==> config.mk <==
export PLATFORM = sky130hd
export DESIGN_NAME = cassette_stream
export DESIGN_NICKNAME = d
export VERILOG_FILES = /design/src/rtl/cassette_stream.sv
export SDC_FILE = /design/constraint.sdc
export NUM_CORES = 1
export LEC_CHECK = 0
export ABC_AREA = 1
export BUFFER_PORTS_ARGS = -buffer_cell sky130_fd_sc_hd__buf_2
export CAP_MARGIN = 30
export CORE_ASPECT_RATIO = 1.4
export CORE_MARGIN = 5
export CORE_UTILIZATION = 30
export CTS_CLUSTER_SIZE = 40
export DETAILED_ROUTE_END_ITERATION = 10
export PLACE_DENSITY = 0.52
export SYNTH_ARGS = -nofsm -noshare
export SYNTH_HDL_FRONTEND = slang
export SYNTH_SLANG_ARGS = --single-unit
==> constraint.sdc <==
create_clock -name clk -period 4.85 [get_ports clk]
set_clock_uncertainty 0.15 [all_clocks]
set_input_delay 0.97 -clock clk [delete_from_list [all_inputs] [get_ports clk]]
set_output_delay 0.97 -clock clk [all_outputs]
set_load 0.01 [all_outputs]
==> src/rtl/cassette_stream.sv <==
// -----------------------------------------------------------------------------
// cassette_stream
//
// Replays a byte-addressed tape image as a cassette-style audio bit stream.
// Each byte is fetched once from an external memory, framed and shifted out
// LSB first. Every bit is encoded as a fixed-length burst of square wave.
//
// Header lead-in bytes are replayed LEAD_MULT times each. Lead-in and sync
// frames have no stop bits. Data frames carry two stop bits.
//
// Bit encoding:
//   '0' : one period of HALF0 clocks high, then HALF0 clocks low.
//   '1' : two periods of HALF1 clocks high, then HALF1 clocks low.
//
// Ports:
//   clk        single clock; all logic runs on its rising edge
//   reset      asynchronous, active-high reset
//   play       level input; a rising edge starts playback, a falling edge stops it
//   rewind     a rising edge returns the tape to address 0
//   tape_len   number of valid image bytes (0 = empty tape)
//   mem_addr   byte address being read
//   mem_rd     read request (level), held until mem_ready
//   mem_data   read data, valid while mem_ready is high
//   mem_ready  one-cycle read-complete strobe
//   data       registered cassette audio bit stream
//   eot        end of tape reached
//   status     current FSM state code
// -----------------------------------------------------------------------------
module cassette_stream #(
  parameter int ADDR_W    = 21,
  parameter int LEAD_LEN  = 16,
  parameter int LEAD_MULT = 25,
  parameter int HDR0_ADDR = 'h00,
  parameter int HDR1_ADDR = 'h23,
  parameter int HALF0     = 1864,
  parameter int HALF1     = 932
) (
  input  logic              clk,
  input  logic              reset,
  input  logic              play,
  input  logic              rewind,
  input  logic [ADDR_W-1:0] tape_len,
  output logic [ADDR_W-1:0] mem_addr,
  output logic              mem_rd,
  input  logic [7:0]        mem_data,
  input  logic              mem_ready,
  output logic              data,
  output logic              eot,
  output logic [2:0]        status
);

  localparam logic [2:0] S_IDLE  = 3'd0;
  localparam logic [2:0] S_FETCH = 3'd1;
  localparam logic [2:0] S_LOAD  = 3'd2;
  localparam logic [2:0] S_SHIFT = 3'd3;
  localparam logic [2:0] S_NEXT  = 3'd4;
  localparam logic [2:0] S_EOT   = 3'd5;

  localparam int HMAX  = (HALF0 > HALF1) ? HALF0 : HALF1;
  localparam int CNT_W = $clog2(HMAX + 1);
  localparam int REP_W = $clog2(LEAD_MULT + 1);

  localparam logic [CNT_W-1:0]  H0_LAST  = CNT_W'(HALF0 - 1);
  localparam logic [CNT_W-1:0]  H1_LAST  = CNT_W'(HALF1 - 1);
  localparam logic [REP_W-1:0]  REP_LAST = REP_W'(LEAD_MULT - 1);
  localparam logic [ADDR_W-1:0] HDR0_A   = ADDR_W'(HDR0_ADDR);
  localparam logic [ADDR_W-1:0] HDR1_A   = ADDR_W'(HDR1_ADDR);
  localparam logic [ADDR_W-1:0] LEAD_A   = ADDR_W'(LEAD_LEN);

  logic [2:0]        state;
  logic              play_d;
  logic              rewind_d;
  logic              play_armed;
  logic [7:0]        byte_q;
  logic [10:0]       frame;
  logic [3:0]        last_bit;
  logic [3:0]        bit_idx;
  logic [1:0]        half_idx;
  logic [CNT_W-1:0]  half_cnt;
  logic [REP_W-1:0]  rep_cnt;

  // play_armed stays low after reset until play has been seen low once.
  // This prevents a play level held high through reset from looking like a
  // fresh rising edge.
  logic play_rise, play_fall, rewind_rise;
  assign play_rise   = play & ~play_d & play_armed;
  assign play_fall   = ~play & play_d;
  assign rewind_rise = rewind & ~rewind_d;

  // Region classification uses an offset from each header base. This keeps
  // the window test a single unsigned compare with modulo address arithmetic.
  logic [ADDR_W-1:0] off0, off1, addr_inc;
  logic              is_lead, is_sync, is_data;
  assign off0     = mem_addr - HDR0_A;
  assign off1     = mem_addr - HDR1_A;
  assign is_lead  = (off0 < LEAD_A) || (off1 < LEAD_A);
  assign is_sync  = (off0 == LEAD_A) || (off1 == LEAD_A);
  assign is_data  = ~is_lead & ~is_sync;
  assign addr_inc = mem_addr + ADDR_W'(1);

  // frame[0] is the bit currently on air. It selects the half-period length
  // and how many half-periods make up the bit (2 for '0', 4 for '1').
  logic [CNT_W-1:0] half_last_cnt;
  logic [1:0]       half_last_idx;
  logic             half_end;
  assign half_last_cnt = frame[0] ? H1_LAST : H0_LAST;
  assign half_last_idx = frame[0] ? 2'd3 : 2'd1;
  assign half_end      = (half_cnt == half_last_cnt);

  assign status = state;

  // NOTE: every flop, including the edge-detect copies and the datapath
  // registers, is cleared by the async reset, so no X ever reaches an output.
  always_ff @(posedge clk or posedge reset) begin
    if (reset) begin
      state      <= S_IDLE;
      play_d     <= 1'b0;
      rewind_d   <= 1'b0;
      play_armed <= 1'b0;
      mem_addr   <= '0;
      mem_rd     <= 1'b0;
      data       <= 1'b0;
      eot        <= 1'b0;
      byte_q     <= '0;
      frame      <= '0;
      last_bit   <= '0;
      bit_idx    <= '0;
      half_idx   <= '0;
      half_cnt   <= '0;
      rep_cnt    <= '0;
    end else begin
      // NOTE: non-blocking assignments throughout, so every branch below
      // reads the pre-edge values of state, counters and edge copies.
      play_d   <= play;
      rewind_d <= rewind;
      if (!play) play_armed <= 1'b1;

      if (rewind_rise) begin
        mem_addr <= '0;
        mem_rd   <= 1'b0;
        eot      <= 1'b0;
        data     <= 1'b0;
        rep_cnt  <= '0;
        state    <= S_IDLE;
      end else if (play_fall) begin
        // Abort: the address is kept so playback resumes at the same byte.
        mem_rd  <= 1'b0;
        data    <= 1'b0;
        eot     <= 1'b0;
        rep_cnt <= '0;
        state   <= S_IDLE;
      end else begin
        case (state)
          S_IDLE: begin
            if (play_rise) begin
              if (mem_addr >= tape_len) begin
                eot   <= 1'b1;
                state <= S_EOT;
              end else begin
                mem_rd <= 1'b1;
                state  <= S_FETCH;
              end
            end
          end

          S_FETCH: begin
            if (mem_ready) begin
              byte_q <= mem_data;
              mem_rd <= 1'b0;
              state  <= S_LOAD;
            end
          end

          S_LOAD: begin
            frame    <= {2'b11, byte_q, 1'b0};
            last_bit <= is_data ? 4'd10 : 4'd8;
            bit_idx  <= '0;
            half_idx <= '0;
            half_cnt <= '0;
            data     <= 1'b1;  // every bit starts with a high half-period
            state    <= S_SHIFT;
          end

          S_SHIFT: begin
            if (!half_end) begin
              half_cnt <= half_cnt + CNT_W'(1);
            end else begin
              half_cnt <= '0;
              if (half_idx != half_last_idx) begin
                half_idx <= half_idx + 2'd1;
                // Even half-periods are high, odd ones low.
                data     <= half_idx[0];
              end else begin
                half_idx <= '0;
                if (bit_idx == last_bit) begin
                  data  <= 1'b0;
                  state <= S_NEXT;
                end else begin
                  bit_idx <= bit_idx + 4'd1;
                  frame   <= {1'b0, frame[10:1]};
                  data    <= 1'b1;
                end
              end
            end
          end

          S_NEXT: begin
            if (is_lead && (rep_cnt < REP_LAST)) begin
              // Replay the captured byte without another memory read.
              rep_cnt <= rep_cnt + REP_W'(1);
              state   <= S_LOAD;
            end else begin
              rep_cnt  <= '0;
              mem_addr <= addr_inc;
              if (addr_inc >= tape_len) begin
                eot   <= 1'b1;
                state <= S_EOT;
              end else begin
                mem_rd <= 1'b1;
                state  <= S_FETCH;
              end
            end
          end

          S_EOT: begin
            eot    <= 1'b1;
            data   <= 1'b0;
            mem_rd <= 1'b0;
          end

          default: state <= S_IDLE;
        endcase
      end
    end
  end

endmodule

==> impl_results.md, run 1 <==
- Outcome: finished, final reports clean
- Starting DRT DRC Count: roughly 280
- R2r setup slk: 1190 ps
- Global route overflow: 0
- Number of synthesized flops with an enable pin: 0
- GPL Wtd Cong: 0.885
- Asr flop ratio synth: 100%
- Power Density: 348 nW/um^2
- CP most frequent cell: nand2_1
- Startpoint type of the worst setup path: register
- CTS Buffer Depth: 2
- Cell area after layout: around 6500 sq um
- GRT Resource Usage Total: between 10% and 20%
- Synth Area in XOR/XNOR: 3.43%
- Count of final max-slew check failures: 0
- # hold bufs at CTS: 0
- Synth Net Count: 880
- YS warnings: 0
- Crit path DAT: 3750 ps
- Final hold violation count: 0
- Area leader, netlist: dfrtp_1
- Min cycle time layout: 3660 ps
- Vias: 5,273
- DRC: 0
- Synthesized area: 5610 sq um
- CTS resizes: 0
- Sequential share of the synthesized area: 32.6%
- Max VDD drop: around 0.18 mV
- Placed Area: 6120 sq um
- Worst slew margin: a little under half
- Clock root buffer: clkbuf_16
- Net count, final: between 900 and 1,000
- Clock-pin slew on the worst setup and hold paths: 60 ps
- Fin util: 35.0%
- Multiplexer share of the synthesized area: between 1.5 and 2%
- Min-delay worst type: reg -> reg
- Reg2reg end: mem_rd
- CTS tree: built
- Share of cells above drive strength 1: 12.4%
- Ports: between 60 and 70
- First-pass GRT wire length: about 27,000 um
- Row Count: 59
- H-tree levels: 3
- PortBufs: 60
- Compound-Gate Fraction of Synth Area: 8.43%
- Antenna Nets Post-Route: 0
- Critical Path Fanout Max: 8
- Setup tns final: 0 ps
- N_diodes: 0
- Vias in the first global route: around 5,300
- Hold Crit Start: play_armed
- Critical path class: reg -> reg
- Worst slew pin tran: 796 ps
- WHS Path Cells: 2
- Worst reg2reg path depth: 20
- LEAKAGE: 3.58 nW
- Max-cap violation count: 0
- Simple-Gate Fraction of Synth Area: 33.7%
- Top area cells in the synthesized netlist: dfrtp_1 33%, nand2_1 14%, ha_1 10%
- Post-detailed-route wirelength per cell: 14.8 um
- Critical Path End Type: register
- RR Startpoint: mem_addr[1]
- F_max: 273 MHz
- Share of the synthesized area in the top cell type: 32.6%
- WP depth: 20
- Die height: 172 um
- Critical path buffers and inverters: 0
- Top-count cell post-synth: nand2_1
- Syn Inst Count: 799
- Slowest CP cell: dfrtp_1
- Synth Area in Adders: 10.5%
- Hpwl dp: 12,700 um
- Slowest stage delay, CP: 500 ps
- Period utilization: 75.5%
- CP Cell Sequence: ha_1 -> nand2_1 -> nor2_2 -> nand2_1 -> nor2_2 -> nand2_1 -> nor3_2 -> nand4_1 -> xor2_1 -> ha_1 -> a21oi_1 -> o21ai_0 -> a21oi_1 -> nand4_1 -> nand2_1 -> nand2_1 -> nor2_1 -> nand3_1 -> nand2_1 -> nor2_1
- Antenna violations before repair: 0
- Synth cell types: 37
- Clock tree sinks: 73
- Main combinational cell family by area after synthesis: simple AND/OR/NAND/NOR gates
- Pre-antenna DRT Iters: 4
- CP Data Required Time: 4940 ps
- Commonest cells post-synth: 214 x nand2_1, 104 x inv_1, 92 x nor2_1, 73 x dfrtp_1, 47 x ha_1
- RSZ-0062 raised after global routing: no
- Initial core utilization: 30.3%
- Area growth syn-to-layout: 15.7%
- # setup viols final: 0
- Endpoint, Worst Hold: play_armed
- Clock buffer count from CTS: 9
- Largest net degree at the start of global routing: 44
- Mean Syn Cell Area: 7.02 sq um
- Post-CTS setup buffer count: 0
- Clock latency on the worst-skew pair: roughly 350 ps
- Core area: 18,500 sq um
- Power Total: 2.26 mW
- Die area: around 22,000 sq um
- Horiz. Die Dim: 126 um
- Drt total wl: 16,200 um
- Main synth FF type: dfrtp_1
- DR vias/cell: 4.80
- Kind of cell adding the most delay to the critical path: simple AND/OR/NAND/NOR gates
- Yosys reg bits: 73
-- power by group --
part,leakage [nW],switching [mW],internal (mW)
Combinational,2.44,0.326,0.210
Sequential,0.960,0.111,0.759
Clock,0.186,0.269,0.582
-- worst reg2reg max path: stages, from the launching register on --
cell and delay [ps]:
dfrtp_1 500, ha_1 260, nand2_1 80, nor2_2 190, nand2_1 110, nor2_2 200
nand2_1 150, nor3_2 230, nand4_1 140, xor2_1 180, ha_1 330, a21oi_1 120
o21ai_0 110, a21oi_1 140, nand4_1 160, nand2_1 110, nand2_1 50, nor2_1 130
nand3_1 90, nand2_1 70, nor2_1 40
-- sequential cells by signal, indices dropped and copies added, names as in the netlist, 2 cells and up --
register	count
frame	11
half_cnt	11
mem_addr	21
bit_idx	4
half_idx	2
status	3
byte_q	8
rep_cnt	5
last_bit	2
-- cells in the final DEF, fill, tap and decap left out, types with 17 or more instances in the layout --
master / netlist / routed
nor2_1: 92 / 92
dfrtp_1: 73 / 73
nor3_1: 17 / 17
nand4_1: 45 / 45
buf_2: 12 / 60
nand2_1: 214 / 214
inv_1: 104 / 103
ha_1: 47 / 47
a21oi_1: 35 / 35
nand3_1: 44 / 44
o21ai_0: 29 / 29
-- routing by layer --
layer | GRT usage, % | part of all wire (%) | up-vias
met3 | 2.42 | 2.4 | 21
li1 | - | - | 2740
met5 | 0 | 0 | -
met4 | 5.99 | 2.6 | 0
met2 | 29.4 | 54 | 76
met1 | 17.1 | 41 | 2436
-- worst max path at each step --
| stage | start | endpoint | slack, ps |
|---|---|---|---|
| global placement | rewind | bit_idx[3] | 1160 |
| floorplan | mem_addr[1] | mem_rd | 1730 |
| CTS | mem_addr[1] | mem_rd | 1170 |
| detailed placement | rewind | bit_idx[3] | 1140 |
| global route | mem_addr[1] | status[2] | 790 |
| finish | mem_addr[1] | mem_rd | 1190 |
-- layout make-up --
class                           instances  area [sq um]
Clock buffer                           11           253
Tap cell                              244           305
Inverter                              107           403
Fill cell                            2026         12000
Sequential cell                        73          1830
Clock inverter                          5           125
Timing Repair Buffer                   65           338
Multi-Input combinational cell        594          3240
-- stage by stage --
step | hold WS, ps | std cells | worst slack [ps]
2_1_floorplan | 277 | 799 | 1730
3_3_place_gp | 302 | 1083 | 1160
3_5_place_dp | 307 | 1083 | 1140
4_1_cts | 322 | 1099 | 1170
5_1_grt | 340 | 1099 | 787
6_report | 323 | 1099 | 1190
-- cell families after synthesis --
logic type,after synthesis
simple gates,432
buf+inv,132
compound gates,84
flops,73
fa+ha+maj,47
xor+xnor,22
mux,9
(Power assumes the default switching activity.)
==> run 2: changes to the inputs <==
--- a/config.mk
+++ b/config.mk
@@ -13,7 +13,7 @@
 export CORE_UTILIZATION = 30
 export CTS_CLUSTER_SIZE = 40
 export DETAILED_ROUTE_END_ITERATION = 10
-export PLACE_DENSITY = 0.52
+export PLACE_DENSITY = 0.54
 export SYNTH_ARGS = -nofsm -noshare
 export SYNTH_HDL_FRONTEND = slang
 export SYNTH_SLANG_ARGS = --single-unit
==> constraint.sdc (replaced) <==
create_clock -name clk -period 3.3 [get_ports clk]
set_clock_uncertainty 0.15 [all_clocks]
set_input_delay 0.66 -clock clk [delete_from_list [all_inputs] [get_ports clk]]
set_output_delay 0.66 -clock clk [all_outputs]
set_load 0.01 [all_outputs]
==> run 2 against run 1 <==
  * First-iteration DRC count rose by 14%
  * Global-route usage increased by 0.37 points
  * Via count rose by 3.7%
  * Non-clock buffer count is 36 higher
  * Maximum frequency up 14%
  * Die area is the same
  * Wire length increased by 2.2%
  * Sequential cell count is the same
  * Setup slack worse by 1100 ps
  * Critical path depth unchanged
  * Critical endpoint unchanged
==> impl_results.md, run 2 (same netlist as run 1, synthesis figures left out) <==
- Net count, final: 967 (+3.9%)
- Fillcell total: 2,006 (-0.99%)
- Power Density: 451 nW/um^2 (+30%)
- Global route overflow: 0 (unchanged)
- Vias in the first global route: 5,509 (+3.5%)
- Hpwl dp: 13,100 um (+3.2%)
- GPL Wtd Cong: 0.879 (-0.63%)
- CTS Buffer Depth: 2 (unchanged)
- Share of cells above drive strength 1: 16.7% (+4.3 points)
- Met2 usage: 29.2% (-0.21 points)
- Largest register by flop count: mem_addr
- Max-cap violation count: 0 (unchanged)
- # hold bufs at CTS: 0 (unchanged)
- DP Worst Slack: -26.3 ps (-1170 ps)
- Slowest CP cell: dfrtp_1
- Post-detailed-route wirelength per cell: 14.6 um (-1.0%)
- Antenna Nets Post-Route: 0 (unchanged)
- Placed Area: 6370 sq um (+4.2%)
- Commonest non-fill, non-tap cell in the layout: nand2_1
- F_max: 311 MHz (+14%)
- Final hold violation count: 0 (unchanged)
- LEAKAGE: 3.73 nW (+4.3%)
- Flop pwr share: 41.9% (+3.3 points)
- DRC: 0 (unchanged)
- WHS: 262 ps (-61.2 ps)
- Initial core utilization: 30.3% (unchanged)
- Regs by FF count: mem_addr (21), frame (11), half_cnt (11)
- CP Data Required Time: 3380 ps (-1560 ps)
- Min cycle time layout: 3210 ps (-446 ps)
- Clock network power share: 31.2% (-6.5 points)
- Critical Path Fanout Max: 4 (-4)
- Crit path DAT: 3300 ps (-450 ps)
- Ports: 61 (unchanged)
- Clock root buffer: clkbuf_16
- Sw frac: 34.8% (+3.5 points)
- Period utilization: 97.4% (+22 points)
- Most frequent cells in the layout: 211 x nand2_1, 103 x inv_1, 89 x nor2_1
- Power Total: 3.02 mW (+34%)
- Core area: 18,500 sq um (unchanged)
- RSZ-0062 raised after global routing: yes
- Starting DRT DRC Count: 320 (+14%)
- Non-Filler Instances: 1,135 (+3.3%)
- Clock tree sinks: 73 (unchanged)
- Multi-input gate area: 3280 sq um (+1.3%)
- Critical path class: reg -> reg
- Slowest stage delay, CP: 350 ps (-150 ps)
- Switching pwr: 1.05 mW (+49%)
- CTS tree: built
- Drt total wl: 16,600 um (+2.2%)
- Clock latency on the worst-skew pair: 340 ps (about the same)
- Worst setup margin: 86.6 ps (-1100 ps)
- H-tree levels: 3 (unchanged)
- Largest net degree at the start of global routing: 39 (-11%)
- Outcome: finished, final reports clean
- Count of final max-slew check failures: 0 (unchanged)
- Startpoint type of the worst setup path: register
- Horiz. Die Dim: 126 um (unchanged)
- Critical Path End Type: register
- Grt peak-use layer: met2
- RR Startpoint: mem_addr[1]
- Min-delay worst type: in -> async
- Met1 Usage GRT: 17.4% (+0.36 points)
- GRT Resource Usage Total: 15.8% (+0.37 points)
- Power Internal: 1.97 mW (+27%)
- Largest register FFs: 21 (unchanged)
- Antenna violations before repair: 0 (unchanged)
- # setup viols final: 0 (unchanged)
- Die area: 21,600 sq um (unchanged)
- First-pass GRT wire length: 27,300 um (+2.6%)
- Area growth syn-to-layout: 19.6%
- N_diodes: 0 (unchanged)
- Clock buffer count from CTS: 9 (unchanged)
- Sequential cell area: 1830 sq um (unchanged)
- Row Count: 59 (unchanged)
- Max VDD drop: 0.379 mV (+110%)
- Cell area after layout: 6710 sq um (+3.3%)
- DR vias/cell: 4.82 (+0.41%)
- Worst reg2reg path depth: 20 (unchanged)
- GR met3 Demand/Resource: 2.36% (-0.062 points)
- Worst Setup SP: mem_addr[1]
- Vias: 5,468 (+3.7%)
- Die height: 172 um (unchanged)
- Placed cells: 1,117 (+3.1%)
- Clock-pin slew on the worst setup and hold paths: 60 ps (about the same)
- CP Cell Sequence: ha_2 -> nand2_2 -> nor2_4 -> nand2_2 -> nor2_4 -> nand2_2 -> nor3_4 -> nand4_1 -> xor2_1 -> ha_1 -> a21oi_1 -> o21ai_1 -> a21oi_1 -> nand4_1 -> nand2_1 -> nand2_1 -> nor2_2 -> nand3_1 -> nand2_1 -> nor2_1
- Pre-antenna DRT Iters: 4 (unchanged)
- PortBufs: 60 (unchanged)
- Worst slew margin: 51.3% (+4.5 points)
- Combinational share of power: 26.9% (+3.2 points)
- Worst slew pin tran: 729 ps (-66.8 ps)
==> run 2: worst max-delay path, delay by kind of cell, from the launching register on <==
kind / cells / cell delay, ps
AOI/OAI and AO/OA: 3 / 350
xor gates and xnor gates: 1 / 180
adders and majority gates: 2 / 540
DFF: 1 / 350
and+or+nand+nor: 14 / 1540
==> run 2: metrics by stage <==
stage / setup TNS [ps] / utilization [%]
3_5_place_dp: -26.3 / 34.4
4_1_cts: 0 / 35.9
6_report: 0 / 36.2
5_1_grt: -378 / 36.2
2_1_floorplan: 0 / -
3_3_place_gp: 0 / 34.4
==> run 2: layout make-up <==
type,instances,share of cell area [%]
Clock inverter,5,0.578
Clock buffer,11,3.62
Inverter,107,6.01
Tap cell,244,4.55
Multi-Input combinational cell,594,49.0
Sequential cell,73,27.2
Timing Repair Buffer,101,9.06
==> run 2: path summary, 6_finish.rpt <==
| kind | end | slack [ps] |
|---|---|---|
| max in group asynchronous | status[2] | 2000 |
| worst max-delay path | mem_rd | 90 |
| worst min register to register | play_armed | 310 |
| worst min-delay path | half_cnt[4] | 260 |
| worst max register to register | mem_rd | 90 |
| min in group clk | rewind_d | 290 |
==> run 2: power groups by stage <==
stage / registers [mW] / logic, mW / clock network, mW
after floorplan: 1.25 / 0.593 / 0
after global placement: 1.28 / 0.816 / 0
after detailed placement: 1.28 / 0.824 / 0
after CTS: 1.27 / 0.828 / 0.969
after global routing: 1.30 / 0.951 / 1.01
final: 1.27 / 0.814 / 0.943
==> run 2: timing repair <==
action	4_1_cts	5_1_grt
pin swaps	0	15
setup buffers	0	2
setup endpoints to repair	1	3
gates resized for setup	1	12
==> run 2: per-layer routing <==
layer	part of all wire, %	routed length (um)
met1	41	6740
met2	52	8660
met3	3.3	543
met4	4.0	667
met5	0	0
==> run 3: changes to the inputs <==
--- a/config.mk
+++ b/config.mk
@@ -11,9 +11,11 @@
 export CORE_ASPECT_RATIO = 1.4
 export CORE_MARGIN = 5
 export CORE_UTILIZATION = 30
+export CTS_BUF_LIST = sky130_fd_sc_hd__clkbuf_8 sky130_fd_sc_hd__clkbuf_16
 export CTS_CLUSTER_SIZE = 40
 export DETAILED_ROUTE_END_ITERATION = 10
 export PLACE_DENSITY = 0.54
+export SETUP_SLACK_MARGIN = 0.2
 export SYNTH_ARGS = -nofsm -noshare
 export SYNTH_HDL_FRONTEND = slang
 export SYNTH_SLANG_ARGS = --single-unit
==> run 3 against run 2 <==
  * Via count is 0.42% higher
  * Core utilization increased by 0.68 points
  * Worst hold slack got worse by 96 ps
  * Register-to-register slack improved by 100 ps
  * Wire length rose by 1.0%
  * Sequential share of layout area fell by 0.46 points
  * Final cell count up 0.62%
  * Die area is the same
  * Setup slack better by 100 ps
==> impl_results.md, run 3 (same netlist as run 1, synthesis figures left out) <==
- Outcome: finished, final reports clean
- RR Startpoint: mem_addr[0]
- Clock-pin slew on the worst setup and hold paths: 70 ps (about the same)
- Die height: 172 um (unchanged)
- # setup viols final: 0 (unchanged)
- Largest register by flop count: mem_addr
- F_max: 321 MHz (+3.2%)
- Min cycle time layout: 3110 ps (-101 ps)
- Largest net degree at the start of global routing: 28 (-28%)
- Power Density: 447 nW/um^2 (-0.87%)
- Power Total: 3.05 mW (+0.98%)
- CTS tree: built
- Crit path DAT: 3200 ps (-100 ps)
- Critical path buffers and inverters: 3 (+3)
- Regs by FF count: mem_addr (21), frame (11), half_cnt (11)
- Vias in the first global route: 5,537 (+0.51%)
- DR vias/cell: 4.81 (-0.19%)
- Area growth syn-to-layout: 21.8%
- Commonest non-fill, non-tap cell in the layout: nand2_1
- Vias: 5,491 (+0.42%)
- Initial core utilization: 30.3% (unchanged)
- Pre-antenna DRT Iters: 5 (+1)
- Slowest CP cell: dfrtp_2
- Antenna Nets Post-Route: 0 (unchanged)
- Max-cap violation count: 0 (unchanged)
- Count of final max-slew check failures: 0 (unchanged)
- Clock buffer count from CTS: 9 (unchanged)
- Clock root buffer: clkbuf_16
- Net count, final: 974 (+0.72%)
- Critical Path Fanout Max: 3 (-1)
- Die area: 21,600 sq um (unchanged)
- Largest register FFs: 21 (unchanged)
- Kind of cell adding the most delay to the critical path: simple AND/OR/NAND/NOR gates
- Drt total wl: 16,800 um (+1.0%)
- CP most frequent cell: nand2_1
- Horiz. Die Dim: 126 um (unchanged)
- Slowest stage delay, CP: 430 ps (+80 ps)
- RSZ-0062 raised after global routing: yes
- PortBufs: 60 (unchanged)
- N_diodes: 0 (unchanged)
- Ports: 61 (unchanged)
- CTS Buffer Depth: 2 (unchanged)
- Multi-input gate area: 3340 sq um (+1.8%)
- First-pass GRT wire length: 27,400 um (+0.53%)
- Row Count: 59 (unchanged)
- Most frequent cells in the layout: 210 x nand2_1, 102 x inv_1, 90 x nor2_1
- Sequential cell area: 1830 sq um (+0.14%)
- Startpoint type of the worst setup path: register
- Post-detailed-route wirelength per cell: 14.7 um (+0.41%)
- Fillcell total: 2,019 (+0.65%)
- Setup tns final: 0 ps (unchanged)
- Clock tree sinks: 73 (unchanged)
- Worst slew margin: 67.9% (+17 points)
- Min-delay worst type: in -> async
- Starting DRT DRC Count: 256 (-20%)
- Antenna violations before repair: 0 (unchanged)
- Clock latency on the worst-skew pair: 350 ps (about the same)
- Reg2reg end: mem_rd
- Period utilization: 94.3% (-3.1 points)
- R2r setup slk: 190 ps (+100 ps)
- Critical path class: reg -> reg
- Final hold violation count: 0 (unchanged)
- Share of cells above drive strength 1: 18.5% (+1.8 points)
- Max VDD drop: 0.267 mV (-29%)
- CP Data Required Time: 3390 ps (about the same)
- Core area: 18,500 sq um (unchanged)
- DRC: 0 (unchanged)
- GRT Resource Usage Total: 15.8% (+0.054 points)
- Critical Path End Type: register
- CP Cell Sequence: ha_4 -> nand2_4 -> nor2_4 -> buf_4 -> buf_4 -> buf_4 -> a21oi_1 -> nor2_1 -> ha_1 -> a21oi_1 -> o21ai_0 -> nand2_1 -> nand3_1 -> nand2_1 -> nand4_1 -> nand2_1 -> nand2_1 -> nor2_2 -> nand3_1 -> nand2_1 -> nor2_1
- Worst slew pin tran: 481 ps (-248 ps)
- Global route overflow: 0 (unchanged)
- GPL Wtd Cong: 0.918 (+4.5%)
- Hpwl dp: 13,000 um (-1.0%)
- Worst reg2reg path depth: 21 (+5.0%)
- H-tree levels: 3 (unchanged)
- LEAKAGE: 3.78 nW (+1.3%)
==> run 3: changes by cell type in the layout (fill, tap and decap cells not counted), sizes merged <==
cell      change
buf           +7
clkbuf        -2
clkinv        -1
clkinvlp      +1
inv           +2
==> run 3: layer usage <==
| layer | wire [um] | GRT usage, % | vias to the layer above |
|---|---|---|---|
| met5 | 0 | 0 | - |
| met4 | 699 | 7.22 | 0 |
| met3 | 514 | 2.92 | 37 |
| met2 | 8670 | 29.3 | 109 |
| met1 | 6890 | 17.6 | 2530 |
| li1 | - | - | 2815 |
==> run 3: worst register-to-register path: stages, from the launching register on <==
cell	delay [ps]
dfrtp_2	430
ha_4	180
nand2_4	70
nor2_4	30
buf_4	130
buf_4	120
buf_4	130
a21oi_1	110
nor2_1	90
ha_1	340
a21oi_1	200
o21ai_0	150
nand2_1	100
nand3_1	90
nand2_1	80
nand4_1	130
nand2_1	110
nand2_1	70
nor2_2	120
nand3_1	90
nand2_1	70
nor2_1	40
==> run 3: how the worst max path moves through the flow <==
stage                     slack [ps]      to  cells after the start         from
after global routing             -70  mem_rd                     20  mem_addr[0]
after detailed placement          40  mem_rd                     20  mem_addr[0]
after global placement            90  mem_rd                     20  mem_addr[0]
final                            190  mem_rd                     21  mem_addr[0]
after CTS                        150  mem_rd                     20  mem_addr[1]
after floorplan                  250  mem_rd                     21  mem_addr[1]
==> run 3: repair_timing <==
action                                 CTS  global route
setup buffers                            4             6
endpoints found under the hold margin    0             0
setup endpoints to repair                3            24
resized for setup                       14            12
pin swaps                               14            18
cloned                                   0             0
hold buffers                             0             0
==> run 3: cell type report <==
class | instances | share of cell area (%)
clock inverter | 7 | 0.897
inverter | 107 | 5.90
timing repair buffer | 108 | 9.78
clock buffer | 9 | 3.30
sequential | 73 | 26.8
multi-input combinational | 594 | 48.9
tap | 244 | 4.47
==> run 3: per-stage QoR <==
step	area, sq um	hold WS, ps	setup WS (ps)	utilization [%]	std cells
floorplan	5610	277	255	-	799
global placement	6370	299	91.0	34.4	1116
detailed placement	6370	303	40.7	34.4	1116
CTS	6740	173	153	36.4	1136
global route	6830	190	-74.4	36.9	1142
finish	6830	166	187	36.9	1142
==> run 3: report_power, final <==
part / internal, mW / switching, mW
combinational: 0.325 / 0.487
sequential: 1.12 / 0.157
clock: 0.524 / 0.445
total: 1.96 / 1.09
